**src/rtl/sprite_rom_arbiter.sv**
```systemverilog
// Sprite ROM arbiter: round-robin grant with optional burst lock, fixed-latency tagged return.
// Define SPRITE_ARB_FIXED_PRIO_EN for fixed priority (index 0 highest).
module sprite_rom_arbiter #(
  parameter int NUM_REQ   = 2,
  parameter int ADDR_W    = 19,
  parameter int DATA_W    = 24,
  parameter int RD_LAT    = 2,
  parameter int BURST_MAX = 8
) (
  input  logic                      Clk,
  input  logic                      Reset,
  input  logic [NUM_REQ-1:0]        req,
  input  logic [NUM_REQ-1:0]        req_lock,
  input  logic [NUM_REQ*ADDR_W-1:0] req_addr,
  output logic [NUM_REQ-1:0]        gnt,
  output logic                      rom_rd,
  output logic [ADDR_W-1:0]         rom_addr,
  input  logic [DATA_W-1:0]         rom_data,
  output logic [NUM_REQ-1:0]        rd_valid,
  output logic [DATA_W-1:0]         rd_data,
  output logic                      busy
);

`ifdef SPRITE_ARB_FIXED_PRIO_EN
  localparam bit FIXED_PRIO = 1'b1;
`else
  localparam bit FIXED_PRIO = 1'b0;
`endif
  localparam int PW = (NUM_REQ > 1) ? $clog2(NUM_REQ) : 1;

  typedef enum logic {ARB, OWN} state_e;

  state_e                         state_q;
  logic [PW-1:0]                  ptr_q, owner_q;
  logic [7:0]                     burst_cnt_q;
  logic [RD_LAT:0]                vld_pipe_q;
  logic [RD_LAT:0][NUM_REQ-1:0]   tag_pipe_q;
  logic [ADDR_W-1:0]              rom_addr_q;
  logic [NUM_REQ-1:0]             rd_valid_q;
  logic [DATA_W-1:0]              rd_data_q;

  logic [PW-1:0] win, idx_w;
  logic          found;
  logic [8:0]    cnt_inc;
  logic          cap;
  int            idx;

  function automatic logic [PW-1:0] inc(input logic [PW-1:0] i);
    return (int'(i) == NUM_REQ-1) ? '0 : i + PW'(1);
  endfunction

  // Search from ptr; in OWN only the owner is eligible.
  always_comb begin
    win   = ptr_q;
    found = 1'b0;
    idx   = 0;
    idx_w = '0;
    for (int k = 0; k < NUM_REQ; k++) begin
      idx   = (int'(ptr_q) + k) % NUM_REQ;
      idx_w = PW'(idx);
      if (!found && req[idx_w]) begin
        found = 1'b1;
        win   = idx_w;
      end
    end
    if (state_q == OWN) begin
      win   = owner_q;
      found = req[owner_q];
    end
  end

  assign gnt     = (found && !Reset) ? (NUM_REQ'(1) << win) : '0;
  assign cnt_inc = {1'b0, burst_cnt_q} + 9'd1;
  assign cap     = cnt_inc >= 9'(BURST_MAX);

  always_ff @(posedge Clk) begin
    if (Reset) begin
      state_q     <= ARB;
      ptr_q       <= '0;
      owner_q     <= '0;
      burst_cnt_q <= '0;
    end else begin
      case (state_q)
        ARB: if (found) begin
          if (req_lock[win] && BURST_MAX > 1) begin
            state_q     <= OWN;
            owner_q     <= win;
            burst_cnt_q <= 8'd1;
          end else if (!FIXED_PRIO) begin
            ptr_q <= inc(win);
          end
        end
        OWN: begin
          if (found) burst_cnt_q <= cnt_inc[7:0];
          if (!found || !req_lock[owner_q] || cap) begin
            state_q <= ARB;
            if (!FIXED_PRIO) ptr_q <= inc(owner_q);
          end
        end
        default: state_q <= ARB;
      endcase
    end
  end

  // Tag stage RD_LAT lines up with rom_data; its contents are registered onto the return port.
  always_ff @(posedge Clk) begin
    if (Reset) begin
      vld_pipe_q <= '0;
      tag_pipe_q <= '0;
      rom_addr_q <= '0;
      rd_valid_q <= '0;
      rd_data_q  <= '0;
    end else begin
      vld_pipe_q <= {vld_pipe_q[RD_LAT-1:0], |gnt};
      tag_pipe_q <= {tag_pipe_q[RD_LAT-1:0], gnt};
      if (|gnt) rom_addr_q <= req_addr[win*ADDR_W +: ADDR_W];
      rd_valid_q <= vld_pipe_q[RD_LAT] ? tag_pipe_q[RD_LAT] : '0;
      if (vld_pipe_q[RD_LAT]) rd_data_q <= rom_data;
    end
  end

  assign rom_rd   = vld_pipe_q[0];
  assign rom_addr = rom_addr_q;
  assign rd_valid = rd_valid_q;
  assign rd_data  = rd_data_q;
  assign busy     = |vld_pipe_q;

endmodule

```
**config.mk**
```make
export PLATFORM = sky130hd
export DESIGN_NAME = sprite_rom_arbiter
export DESIGN_NICKNAME = d
export VERILOG_FILES = /design/src/rtl/sprite_rom_arbiter.sv
export SDC_FILE = /design/constraint.sdc
export NUM_CORES = 1
export LEC_CHECK = 0
export BUFFER_PORTS_ARGS = -buffer_cell sky130_fd_sc_hd__buf_4
export CORE_UTILIZATION = 31
export DETAILED_ROUTE_END_ITERATION = 7
export GPL_TIMING_DRIVEN = 0
export PLACE_DENSITY_LB_ADDON = 0.2
export REMOVE_ABC_BUFFERS = 1
export SYNTH_ARGS = -nofsm -noshare
export SYNTH_HDL_FRONTEND = slang
export SYNTH_SLANG_ARGS = --single-unit
```
**constraint.sdc**
```tcl
create_clock -name Clk -period 4.6 [get_ports Clk]
set_input_delay 0.23 -clock Clk [delete_from_list [all_inputs] [get_ports Clk]]
set_output_delay 0.23 -clock Clk [all_outputs]
set_load 0.05 [all_outputs]
```
Yosys cells after proc, flatten, opt, wreduce, memory -nomap -nowiden
Index checks and enable logic that the tools add are counted.
W data, S select, Z words.
{"block": "word_totals", "wordCells": 74, "romBits": 0, "ff_bits": 65, "mem_count": 0, "ramBits": 0, "in_bits": 68, "latchBits": 0}
{"block": "op_classes", "n_addsub": 4, "bitwise": 2, "muxes": 30, "eq_ne": 5, "div_mod_pow": 0, "order_cmp": 5, "n_mul": 1, "reduce_logical": 14, "shifts": 2}
{"cell": "$shiftx A38 B7 Y19", "count": 1}
{"cell": "$mux W8", "count": 3}
{"cell": "$mux W1", "count": 23}
{"cell": "$pmux W8 S2", "count": 1}
{"cell": "$add A8 B1 Y9 const B", "count": 1}
{"cell": "$ge A9 B4 Y1 const B", "count": 1}
{"cell": "$reduce_and A3 Y1", "count": 3}
{"cell": "$lt A1 B2 Y1 const B", "count": 4}
{"cell": "$mul A1 B5 Y6 const B", "count": 1}
{"cell": "$ne A2 B2 Y1 const B", "count": 3}
{"cell": "$logic_not A1 Y1", "count": 4}
{"cell": "$ne A2 B1 Y1 const B", "count": 2}
{"cell": "$pmux W1 S2", "count": 2}
{"cell": "$reduce_or A2 Y1", "count": 2}
{"cell": "$add A1 B1 Y1 const B", "count": 3}
{"cell": "$reduce_or A3 Y1", "count": 1}
{"cell": "$logic_and A1 B1 Y1", "count": 2}
{"cell": "$logic_or A1 B1 Y1", "count": 2}
{"cell": "$mux W2", "count": 1}
{"cell": "$not A1 Y1", "count": 2}
{"cell": "$shl A1 B1 Y2 const A", "count": 1}

Logic depth before layout (Yosys ltp)
Gate-level depths: netlist (run 1).
{"block": "depth", "depth_word": 12, "depth_mapped": 8, "depth_no_buf": 6}

Least setup slack after synthesis (run 1)
No wires, ideal clock.
{"block": "synth_timing", "kind": "register to output", "from": "reg state_q", "to": "out gnt[0]", "path_stages_with_launch": 7, "slack_ns": 2.609, "required_time_ns": 4.370, "arrival_ns": 1.761, "path_cell_list": "dfxtp_1 -> buf_4 -> nand2_1 -> a21oi_1 -> a21oi_1 -> nor2b_1 -> nor2b_1"}
{"block": "synth_between", "elab_chain_len": 3, "word_cells_on_any_way": 5, "cone_classes": "shift (1); mux (3); reduce/logical (1)"}
{"element": "start, declared", "line_no": "33", "rtl": "state_e state_q;"}
{"element": "start signal, assigned", "line_no": "78", "rtl": "state_q <= ARB;"}
{"element": "start signal, assigned", "line_no": "86", "rtl": "state_q <= OWN;"}
{"element": "start signal, assigned", "line_no": "96", "rtl": "state_q <= ARB;"}
{"element": "$mux W1", "line_no": "66", "rtl": "if (state_q == OWN) begin"}
{"element": "$shl A1 B1 Y2 or $logic_and A1 B1 Y1 (tied branches)", "line_no": "72", "rtl": "assign gnt = (found && !Reset) ? (NUM_REQ'(1) << win) : '0;"}
{"element": "$mux W2 (*)", "line_no": "72"}
{"element": "end, declared", "line_no": "15", "rtl": "output logic [NUM_REQ-1:0] gnt,"}
Every way passes the cells marked *; elsewhere a longest branch is shown, timed or not.

Worst setup path in the final report (run 1)
Same ends and word-level chain as after synthesis.

==> results of run 1 <==
==> worst max-delay path: cells and delay by family (launching register included) <==
family | cells | cell delay [ns]
AOI/OAI and AO/OA | 2 | 0.84
and+or+nand+nor | 3 | 0.83
DFF | 1 | 0.52
buffers and inverters | 1 | 0.21
==> power breakdown <==
part	switching [mW]	total, mW	internal [mW]
clock	0.201	0.438	0.236
sequential	0.0278	0.627	0.599
combinational	0.195	0.332	0.137
==> registers in the layout (all words and copies together) (netlist names) <==
signal / cells
rd_data: 24
rom_addr: 19
burst_cnt_q: 8
tag_pipe_q: 6
vld_pipe_q: 3
rd_valid: 2
owner_q: 1
ptr_q: 1
state_q: 1
==> cells in the mapped netlist (2+ instances only) <==
master | n | area (sq um)
sky130_fd_sc_hd__nor3_1 | 3 | 15.0
sky130_fd_sc_hd__o21ai_0 | 2 | 10.0
sky130_fd_sc_hd__a21oi_1 | 5 | 25.0
sky130_fd_sc_hd__clkbuf_1 | 9 | 33.8
sky130_fd_sc_hd__mux2_2 | 3 | 33.8
sky130_fd_sc_hd__a311oi_1 | 5 | 43.8
sky130_fd_sc_hd__and3b_1 | 2 | 17.5
sky130_fd_sc_hd__nor2_1 | 55 | 206
sky130_fd_sc_hd__dfxtp_1 | 65 | 1300
sky130_fd_sc_hd__and2_1 | 4 | 25.0
sky130_fd_sc_hd__nand3_1 | 4 | 20.0
sky130_fd_sc_hd__o211ai_1 | 2 | 15.0
sky130_fd_sc_hd__nand2b_1 | 4 | 25.0
sky130_fd_sc_hd__buf_1 | 2 | 7.51
sky130_fd_sc_hd__mux2i_1 | 45 | 450
sky130_fd_sc_hd__nor2b_1 | 10 | 62.6
sky130_fd_sc_hd__buf_2 | 4 | 20.0
sky130_fd_sc_hd__a211oi_1 | 20 | 150
sky130_fd_sc_hd__nand2_1 | 6 | 22.5
sky130_fd_sc_hd__and3_1 | 2 | 12.5
==> how the worst max path moves through the flow <==
| stage | end | slack (ns) | cells after the start |
|---|---|---|---|
| finish | gnt[0] | 1.62 | 6 |
| global route | gnt[0] | 1.34 | 6 |
| CTS | gnt[0] | 1.54 | 6 |
| detailed placement | gnt[0] | 1.92 | 6 |
| global placement | gnt[0] | 0.66 | 6 |
| floorplan | gnt[0] | 1.16 | 5 |
==> stage by stage <==
| stage | hold slack, ns | cell area (sq um) | total power, mW |
|---|---|---|---|
| after floorplan | 0.299 | 2550 | 0.841 |
| after global placement | 0.418 | 3550 | 0.964 |
| after detailed placement | 0.422 | 3560 | 0.969 |
| after CTS | 0.115 | 3740 | 1.42 |
| after global routing | 0.127 | 3770 | 1.47 |
| final | 0.133 | 3770 | 1.40 |
==> cell type report <==
| cell class | instances | area, sq um |
|---|---|---|
| Fill cell | 826 | 4440 |
| Sequential cell | 65 | 1300 |
| Multi-Input combinational cell | 184 | 1250 |
| Timing Repair Buffer | 117 | 898 |
| Clock buffer | 13 | 169 |
| Tap cell | 105 | 131 |
| Clock inverter | 2 | 12.5 |
| Inverter | 1 | 3.75 |
==> cells by family (layout without fill, tap and decap cells) <==
| family | after synthesis | in the layout | share of synthesized area, % |
|---|---|---|---|
| AND/OR/NAND/NOR | 94 | 94 | 16.4 |
| multiplexers | 48 | 48 | 18.3 |
| AO/OA/AOI/OAI | 40 | 40 | 11.5 |
| flip-flops | 65 | 65 | 49.2 |
| buffers and inverters | 19 | 133 | 3.74 |
| adder cells (fa/ha/maj) | 2 | 2 | 0.852 |
==> metal layers <==
metal | global-route usage, % | wire, um
met5 | 0 | 0
met3 | 3.78 | 496
met2 | 19.7 | 2480
met4 | 7.69 | 85
met1 | 15.6 | 2690
==> results.md, run 1 <==
CTS:
- The setup fix buffers added after clock tree synthesis is 0.
- The root buffer selected by CTS is sky130_fd_sc_hd__clkbuf_8.
- Clock-pin slew was measured on the worst setup and hold paths at 0.07 ns.
- At the later pin of the worst-skew pair, clock insertion delay measures 0.33 ns.
- Counting every sink on the clock net gives 65.
- TritonCTS built the clock tree.
- Buffers inserted during clock tree synthesis total 9.
- The post-cts gate resize count is 0.
- The number of buffers on the longest clock path is 2.
- CTS built an H-tree with a depth of 3.
- For this design, the CTS-stage hold fixing added 0 buffers.

Worst setup path:
- In this run the critical register-to-register path is launched from state_q.
- Of all nets on the critical path, the largest fanout is 39.
- Among the stages of the critical path, the cell type that occurs most often is sky130_fd_sc_hd__nor2b_1.
- The sort of element at the end of the critical path is an output port.
- The cell with the biggest individual delay on the critical path is sky130_fd_sc_hd__a21oi_4.
- The number of cells on the worst reg-to-reg path is 5.
- At the worst endpoint, the arrival time is roughly 2.8 ns.
- The worst register-to-register path ends at tag_pipe_q[0].
- By startpoint and endpoint, the worst setup path is classified as reg2out.
- STA classifies the critical path startpoint as a register.
- For this run, the slowest stage of the critical path takes 0.72 ns.
- The data required time of the worst path is 4.37 ns.
- In this run the register-to-register setup slack is ~2.3 ns.
- The critical path goes through nand2_1 -> a21oi_1 -> a21oi_4 -> nor2b_1 -> nor2b_1 -> buf_4.
- The launching instance or port of the critical path is state_q.

Yosys:
- The most used flip-flop cell after synthesis is sky130_fd_sc_hd__dfxtp_1.
- For this run, asynchronously set or reset flops after synthesis account for 0%.
- The post-synthesis sequential area ratio is between 40 and 50%.
- The number of synthesis warnings is 0.
- The cell area that synthesis handed to floorplanning was 2640 sq um.
- The synthesized flop and latch total is 65.
- The average instance in the mapped netlist occupies 9.86 sq um.
- The gate count of the mapped netlist is 268.
- The number of different library cells used by synthesis comes to 36.
- Counting flops with a built-in enable in the synthesized netlist gives 0.

Floorplanning:
- The region available for standard cell placement spans roughly 8000 sq um.
- The site row count is 33.
- From left edge to right edge, the die measures roughly 94 um.
- The initial utilization of the core area, before any placement, comes to between 30% and 40%.
- The full die area is ~8900 sq um.
- The die is approximately 94 um tall.
- approximately 120 I/O pins were placed.

Final layout:
- Of the cells placed in the final design, the portion with a size suffix greater than 1 is roughly 36%.
- The final layout contains about 450 nets.
- In the layout the commonest cells are sky130_fd_sc_hd__buf_4, sky130_fd_sc_hd__dfxtp_1, sky130_fd_sc_hd__nor2_1, sky130_fd_sc_hd__mux2i_1, sky130_fd_sc_hd__a211oi_1.
- The share of the core filled with cells is a little under half.
- The area growth from synthesis to layout is 42.7%.
- The non-filler instance count after layout is 487.
- Leaving out fill and tap cells, the most frequent cell in the layout is sky130_fd_sc_hd__buf_4.
- The number of antenna cells inserted is 0.

Drt:
- The number of remaining DRC errors is 0.
- The count of nets left with antenna violations after detail routing is 0.
- The via count normalized by instance count is around 4.6.
- Detailed routing inserted a total of between 2,000 and 2,500 vias.
- The routed wire length is ~5.7 mm.
- The wire length per cell is roughly 12 um.
- The first detailed-routing pass took 4 iterations.
- The initial DRC count is 45.

Hold path:
- The worst hold path passes through 3 cells.
- The hold path startpoint is rom_data[22].
- The sink of the worst hold path is rd_data[22].
- In this run the worst hold path is classified as in2reg.

Timing:
- The shortest period the worst path allows is around 3.0 ns.
- The final critical path takes up 64.8% of the cycle.
- Setup repair after global routing left no endpoint under its margin.
- The number of hold violations in the final report is 0.
- The number of pins with negative max-slew slack in the final report came to 0.
- The highest clock rate is between 0.3 and 0.4 GHz.
- The final total negative setup slack is 0 ns.
- Setup violations remaining at the end of the flow were counted as 0.
- The setup clock skew after layout is 0.00816 ns.
- The slew at the pin closest to its max-slew limit is 0.936 ns.
- The relative slew slack is between 30 and 40%.
- The worst-case setup margin in the final layout is roughly 1.6 ns.

Global routing:
- The via count of the first global-routing pass was a little under 2,000.
- The number of antenna violations at the first check in global routing is 0.
- The first global-routing pass estimated between 8 and 9 mm of wire.
- The pin count of the biggest net entering global routing is 64.
- The total track usage is 12.8%.
- The leftover overflow at the end of global routing is 0.

Power and ir drop:
- The power per cell area is around 370 nW/um^2.
- Summed over all cells, the static leakage comes to between 1.5 and 2 nW.
- Across the VDD grid, the largest voltage drop is 0.000137 V.

Placed design:
- The HPWL after detailed placement is 3.89 mm.
- The count of buffers added on input and output ports is ~120.
- In this run, placement finished with an instance count of roughly 470.
- At the end of routability-driven placement, the weighted congestion stood at a little under 0.8.
- At the placement stage, the worst setup path has a slack of roughly 1.9 ns.

Status:
- The flow ran to the end, and the final reports show no timing, DRC or antenna violations.

Job:
- The max capacitance violation total is 0.
No activity file was read; power rests on OpenSTA's default activity.
==> run 2: changes to the inputs <==
==> constraint.sdc (replaced) <==
create_clock -name Clk -period 2.7 [get_ports Clk]
set_input_delay 0.135 -clock Clk [delete_from_list [all_inputs] [get_ports Clk]]
set_output_delay 0.135 -clock Clk [all_outputs]
set_load 0.05 [all_outputs]
==> results.md, run 2 (synthesis gave the netlist of run 1 again) <==
Timing:
- The shortest period the worst path allows is 2.51 ns.
- The relative slew slack is 36.5% (-0.95 points).
- The setup clock skew after layout is 0.00826 ns (+0.000101 ns).
- The total setup violations reported at the end of the flow is 0 (unchanged).
- The slew at the pin closest to its max-slew limit is 0.952 ns (+0.0164 ns).
- Setup repair after global routing left no endpoint under its margin.
- Static timing analysis puts the maximum clock frequency at 0.398 GHz.
- The worst-case setup margin in the final layout is 0.189 ns (-1.43 ns).
- The number of pins with negative max-slew slack in the final report is 0 (unchanged).
- The final total negative setup slack is 0 ns (unchanged).
- The final-layout worst hold slack came to 0.0363 ns (-0.0965 ns).
- The number of hold violations in the final report was 0 (unchanged).
- The final worst-path cycle share is 93.0%.

Floorplanning:
- The full die area was 8900 sq um (unchanged).
- The initial cell density of the core is 32.2% (unchanged).
- The floorplan die width is 94.4 um (unchanged).
- The area of the core is 8220 sq um (unchanged).
- The floorplan die height is 94.4 um (unchanged).
- The number of top-level pins is 117 (unchanged).
- The site row count is 33 (unchanged).

Global routing:
- The global-route wire length before repair is 9.18 mm (+4.2%).
- The met3 usage was 3.78% (unchanged).
- The number of antenna violations at the first check in global routing is 0 (unchanged).
- The via count of the first global-routing pass was 2,019 (+2.5%).
- The met1 demand-to-capacity share in global routing came to 16.1% (+0.49 points).
- The pin count of the biggest net entering global routing is 64 (unchanged).
- The leftover overflow at the end of global routing is 0 (unchanged).
- The global routing stage identified its most utilized layer as met2.
- The fraction of met2 tracks used by global routing is 21.4% (+1.6 points).
- The total track usage came to 13.4% (+0.63 points).

Final layout:
- The number of flip-flops under the largest register name is 24 (unchanged).
- The most common library cell in the layout ignoring fill and taps is sky130_fd_sc_hd__buf_4.
- The non-filler instance count after layout is 489 (+0.41%).
- The area growth from synthesis to layout is 43.4%.
- The number of antenna cells inserted came to 0 (unchanged).
- The share of cells above drive strength 1 was 37.0% (+0.59 points).
- In the layout the commonest cells are sky130_fd_sc_hd__buf_4, sky130_fd_sc_hd__dfxtp_1, sky130_fd_sc_hd__nor2_1, sky130_fd_sc_hd__mux2i_1, sky130_fd_sc_hd__a211oi_1.
- The layout net count was 449 (+0.45%).

CTS:
- The clock sink count is 65 (unchanged).
- The clock transition at the registers of the reported paths is 0.07 ns (about the same).
- The cts-stage hold buffer count is 0 (unchanged).
- The source-to-sink clock delay at the later pin of the worst-skew pair came to 0.33 ns (about the same).
- The setup fix buffers added after clock tree synthesis is 0 (unchanged).
- The number of buffers created by CTS came to 9 (unchanged).
- The number of buffers on the longest clock path was 2 (unchanged).
- The root buffer selected by CTS is sky130_fd_sc_hd__clkbuf_8.
- TritonCTS built the clock tree.
- The maximum level of the CTS H-tree came to 3 (unchanged).

Power and ir drop:
- The total power of the final layout was 2.39 mW (+71%).
- The leakage power total is 1.64 nW (+0.22%).
- The largest vdd supply drop was 0.000234 V (+71%).
- The power per cell area is 631 nW/um^2 (+70%).

Worst setup path:
- STA classifies the critical path startpoint as a register.
- The sort of element at the end of the critical path is an output port.
- The type of the setup path with the least slack is reg2out.
- The highest net fanout along the worst path is 21 (-46%).
- The number of cells on the worst reg-to-reg path is 5 (unchanged).
- The signal arrival time at the worst endpoint is 2.38 ns (-0.37 ns).
- The destination of the worst register-to-register timing path is tag_pipe_q[1].
- The data required time of the worst path is 2.57 ns (-1.80 ns).
- The minimum setup slack among reg-to-reg paths is 0.73 ns (-1.61 ns).
- The worst flop-to-flop path startpoint is state_q.

Drt:
- The total number of vias is 2,284 (+1.8%).
- The number of remaining DRC errors is 0 (unchanged).
- The length of the first detailed-routing pass in iterations came to 4 (unchanged).
- The wire length per cell came to 12.4 um (+5.1%).
- The via count normalized by instance count came to 4.67 (+1.4%).
- The count of nets left with antenna violations after detail routing is 0 (unchanged).
- The initial DRC count is 48 (+6.7%).
- The routed wire length came to 6.07 mm (+5.5%).

Placed design:
- The final weighted congestion in routability-driven placement is 0.774 (unchanged).
- The post-placement worst setup slack is 0.110 ns (-1.81 ns).
- The detailed placement HPWL is 3.89 mm (unchanged).
- The count of port buffers added during placement is 116 (unchanged).
- The number of placed instances, taps included was 471 (unchanged).

Job:
- The max capacitance violation total came to 0 (unchanged).

Hold path:
- The number of stages on the worst hold path was 3 (unchanged).
- In this run the worst hold path is classified as in2reg.
- In this run the most critical hold path is launched from rom_data[22].
- For hold timing, the worst endpoint is rd_data[22].

Status:
- The flow ran to the end, and the final reports show no timing, DRC or antenna violations.
==> run 2: changes by cell type in the layout (fill, tap and decap cells not counted) <==
cell and change:
sky130_fd_sc_hd__a21oi_2 +2, sky130_fd_sc_hd__dfxtp_1 -1, sky130_fd_sc_hd__dfxtp_2 +1
==> run 2: worst max path at each step <==
stage	cells past startpoint	to	slack (ns)	startpoint
2_1_floorplan	5	gnt[0]	-0.65	state_q
3_3_place_gp	6	gnt[0]	-1.15	state_q
3_5_place_dp	6	gnt[0]	0.11	state_q
4_1_cts	3	gnt[1]	0.03	state_q
5_1_grt	6	gnt[1]	0.01	state_q
6_report	6	gnt[1]	0.19	state_q
==> run 2: per-layer routing <==
| metal | vias to the layer above | wire length, um |
|---|---|---|
| met5 | - | 0 |
| met3 | 8 | 487 |
| met1 | 1027 | 2790 |
| met2 | 78 | 2700 |
| li1 | 1171 | - |
| met4 | 0 | 85 |
==> run 2: power by group <==
group / internal [mW] / leakage (nW) / switching (mW)
Clock: 0.402 / 0.0915 / 0.346
Combinational: 0.234 / 1.02 / 0.339
Sequential: 1.02 / 0.533 / 0.0488
==> run 2: layout make-up <==
type                    count  area (sq um)
clock buffers              13           169
clock inverters             2          12.5
fillers                   823          4430
inverters                   1          3.75
multi-input cells         186          1270
flip-flops and latches     65          1300
well taps                 105           131
repair buffers            117           898
==> run 2: worst max-delay path, cell delays in order (launching register included) <==
cell and delay [ns]:
sky130_fd_sc_hd__dfxtp_2 0.60, sky130_fd_sc_hd__nand2_1 0.18, sky130_fd_sc_hd__a21oi_1 0.47, sky130_fd_sc_hd__a21oi_4 0.15, sky130_fd_sc_hd__nor2b_1 0.24, sky130_fd_sc_hd__and2_1 0.22
sky130_fd_sc_hd__buf_4 0.18
==> run 2: metrics by stage <==
step,area [sq um],util [%]
floorplan,2550,-
global placement,3550,43.2
detailed placement,3560,43.4
CTS,3750,45.7
global route,3790,46.1
finish,3790,46.1
==> run 2: timing repair <==
| item | in CTS | in global routing |
|---|---|---|
| endpoints found under the setup margin | 2 | 2 |
| pin swaps | 0 | 0 |
| gates resized for setup | 1 | 0 |
| cloned | 1 | 1 |
==> run 3: changes to the inputs <==
--- a/config.mk
+++ b/config.mk
@@ -8,9 +8,9 @@
 export BUFFER_PORTS_ARGS = -buffer_cell sky130_fd_sc_hd__buf_4
 export CORE_UTILIZATION = 31
 export DETAILED_ROUTE_END_ITERATION = 7
+export GPL_ROUTABILITY_DRIVEN = 0
 export GPL_TIMING_DRIVEN = 0
 export PLACE_DENSITY_LB_ADDON = 0.2
-export REMOVE_ABC_BUFFERS = 1
 export SYNTH_ARGS = -nofsm -noshare
 export SYNTH_HDL_FRONTEND = slang
 export SYNTH_SLANG_ARGS = --single-unit
==> results.md, run 3 (synthesis gave the netlist of run 1 again) <==
Drt:
- The count of nets left with antenna violations after detail routing is 0 (unchanged).
- The wire length per cell is 12.2 um (-1.5%).
- The number of remaining DRC errors is 0 (unchanged).
- The via count normalized by instance count was 4.61 (-1.3%).
- The total number of vias is 2,324 (+1.8%).
- The routed wire length is 6.16 mm (+1.5%).
- The length of the first detailed-routing pass in iterations was 4 (unchanged).
- The initial DRC count is 52 (+8.3%).

Worst setup path:
- The cell with the biggest individual delay on the critical path is sky130_fd_sc_hd__nor2b_1.
- The signal arrival time at the worst endpoint is 1.90 ns (-0.48 ns).
- The endpoint identified for the worst register-to-register timing path is rom_addr[16].
- The data required time of the worst path is 2.57 ns (about the same).
- The minimum setup slack among reg-to-reg paths is 0.90 ns (+0.17 ns).
- The worst flop-to-flop path startpoint is state_q.
- STA classifies the critical path endpoint as an output port.
- The highest net fanout along the worst path is 10 (-52%).
- The delay contributed by the slowest stage of the critical path is 0.32 ns (-0.28 ns).
- The worst setup path is of the reg2out kind.
- The number of cells on the worst reg-to-reg path is 7 (+2).
- Walking the worst path, the cells encountered are buf_4 -> nand2_1 -> a21oi_1 -> a21oi_1 -> nor2b_1 -> nor2b_1 -> buf_4.
- The worst setup path is launched from a register.

Status:
- The flow ran to the end, and the final reports show no timing, DRC or antenna violations.

Timing:
- The setup clock skew after layout is 0.00599 ns (-0.00227 ns).
- The final total negative setup slack came to 0 ns (unchanged).
- The slew at the pin closest to its max-slew limit is 0.642 ns (-0.311 ns).
- The final worst-path cycle share is 75.5% (-17 points).
- The highest clock rate is 0.490 GHz (+23%).
- The worst-case setup margin in the final layout is 0.661 ns (+0.472 ns).
- The shortest period the worst path allows is 2.04 ns (-0.472 ns).
- Setup repair after global routing left no endpoint under its margin.
- The relative slew slack is 57.2% (+21 points).
- The total setup violations reported at the end of the flow came to 0 (unchanged).
- The number of hold violations in the final report is 0 (unchanged).
- The number of pins with negative max-slew slack in the final report came to 0 (unchanged).

CTS:
- The source-to-sink clock delay at the later pin of the worst-skew pair is 0.33 ns (about the same).
- The number of buffers created by CTS is 9 (unchanged).
- The post-cts gate resize count is 0 (-1).
- The maximum level of the CTS H-tree came to 3 (unchanged).
- The clock sink count was 65 (unchanged).
- CTS placed an instance of sky130_fd_sc_hd__clkbuf_8 at the clock tree root.
- The setup fix buffers added after clock tree synthesis is 0 (unchanged).
- The number of buffers on the longest clock path was 2 (unchanged).
- TritonCTS built the clock tree.
- The clock transition at the registers of the reported paths is 0.07 ns (about the same).
- The cts-stage hold buffer count is 0 (unchanged).

Final layout:
- The share of cells above drive strength 1 came to 35.8% (-1.1 points).
- The final design instance area without fill came to 3830 sq um (+1.2%).
- The non-filler instance count after layout came to 504 (+3.1%).
- The number of flip-flops under the largest register name is 24 (unchanged).
- In the layout the commonest cells are sky130_fd_sc_hd__buf_4, sky130_fd_sc_hd__dfxtp_1, sky130_fd_sc_hd__nor2_1, sky130_fd_sc_hd__mux2i_1, sky130_fd_sc_hd__a211oi_1.
- Leaving out fill and tap cells, the most frequent cell in the layout is sky130_fd_sc_hd__buf_4.
- The layout net count is 463 (+3.1%).
- The area growth from synthesis to layout is 45.1%.
- The share of the core filled with cells was 46.7% (+0.53 points).
- The total of fill cells in the finished design is 811 (-1.5%).
- The number of antenna cells inserted is 0 (unchanged).

Floorplanning:
- The floorplan die width is 94.4 um (unchanged).
- The area of the core is 8220 sq um (unchanged).
- The number of top-level pins was 117 (unchanged).
- The floorplan die height came to 94.4 um (unchanged).
- The full die area is 8900 sq um (unchanged).
- The initial cell density of the core was 32.2% (unchanged).
- The site row count is 33 (unchanged).

Global routing:
- The pin count of the biggest net entering global routing is 12 (-81%).
- The via count of the first global-routing pass is 2,146 (+6.3%).
- The global-route wire length before repair is 9.90 mm (+7.9%).
- The total track usage was 14.4% (+0.98 points).
- The number of antenna violations at the first check in global routing is 0 (unchanged).
- The leftover overflow at the end of global routing is 0 (unchanged).

Placed design:
- The detailed placement HPWL is 4.55 mm (+17%).
- The post-placement worst setup slack is 0.906 ns (+0.796 ns).
- The number of placed instances, taps included is 488 (+3.6%).
- The count of port buffers added during placement was 115 (-0.86%).
- The cell area after placement is 3640 sq um (+2.1%).

Hold path:
- The min-delay analysis places its worst path in the category in2reg.
- The sink of the worst hold path is rd_data[6].
- The number of stages on the worst hold path is 3 (unchanged).
- The hold path startpoint is rom_data[6].

Job:
- The max capacitance violation total was 0 (unchanged).

Power and ir drop:
- The largest vdd supply drop was 0.000279 V (+19%).
- The power per cell area is 640 nW/um^2 (+1.5%).
- The leakage power total was 1.67 nW (+1.8%).

Yosys:
- Synthesis produced a netlist with a net count of between 300 and 400.
## run 3: changes by cell type in the layout (fill, tap and decap cells not counted), moves of 2 or more
| cell | change |
|---|---|
| sky130_fd_sc_hd__clkbuf_1 | +9 |
| sky130_fd_sc_hd__buf_2 | +4 |
| sky130_fd_sc_hd__a21oi_2 | -2 |
| sky130_fd_sc_hd__buf_1 | +2 |
| sky130_fd_sc_hd__clkbuf_8 | -2 |
| sky130_fd_sc_hd__dfxtp_1 | +2 |
| sky130_fd_sc_hd__dfxtp_2 | -2 |
## run 3: routing by layer
layer	wire length [um]	global-route usage, %	up-vias	share of wire [%]
li1	-	-	1193	-
met1	2810	17.6	1022	46
met2	2600	22.3	99	42
met3	650	5.72	10	11
met4	97	6.15	0	1.6
met5	0	0	-	0
## run 3: worst max-delay path: cells and delay by family, from the launching register on
kind                   cells  cell delay (ns)
AOI/OAI and AO/OA          2             0.27
buffers and inverters      2             0.37
DFF                        1             0.30
and+or+nand+nor            3             0.63
## run 3: cell type report
type / count / area [sq um] / area share, %
clock inverters: 5 / 55.1 / 1.44
repair buffers: 115 / 863 / 22.5
clock buffers: 11 / 141 / 3.69
flip-flops and latches: 65 / 1300 / 33.9
inverters: 1 / 3.75 / 0.0979
multi-input cells: 184 / 1240 / 32.4
plain buffers: 18 / 95.1 / 2.48
well taps: 105 / 131 / 3.43
## run 3: how the worst max path moves through the flow
stage	start	endpoint	slack (ns)	cells after the start
finish	state_q	gnt[0]	0.66	7
global route	state_q	gnt[0]	0.51	7
CTS	ptr_q	gnt[1]	0.63	5
detailed placement	state_q	rom_addr[11]	0.91	7
global placement	state_q	rom_addr[9]	0.90	7
floorplan	state_q	gnt[0]	0.80	6
## run 3: report_power, final
group / internal, mW / leakage [nW] / switching, mW
clock network: 0.449 / 0.0953 / 0.364
logic: 0.236 / 1.04 / 0.350
registers: 1.02 / 0.532 / 0.0343
total: 1.70 / 1.67 / 0.749
## run 3: stage by stage
step           power (mW)  hold slack (ns)
4_1_cts              2.49           0.0220
6_report             2.45           0.0366
2_1_floorplan        1.46            0.282
5_1_grt              2.59           0.0265
3_5_place_dp         1.67            0.377
3_3_place_gp         1.66            0.372
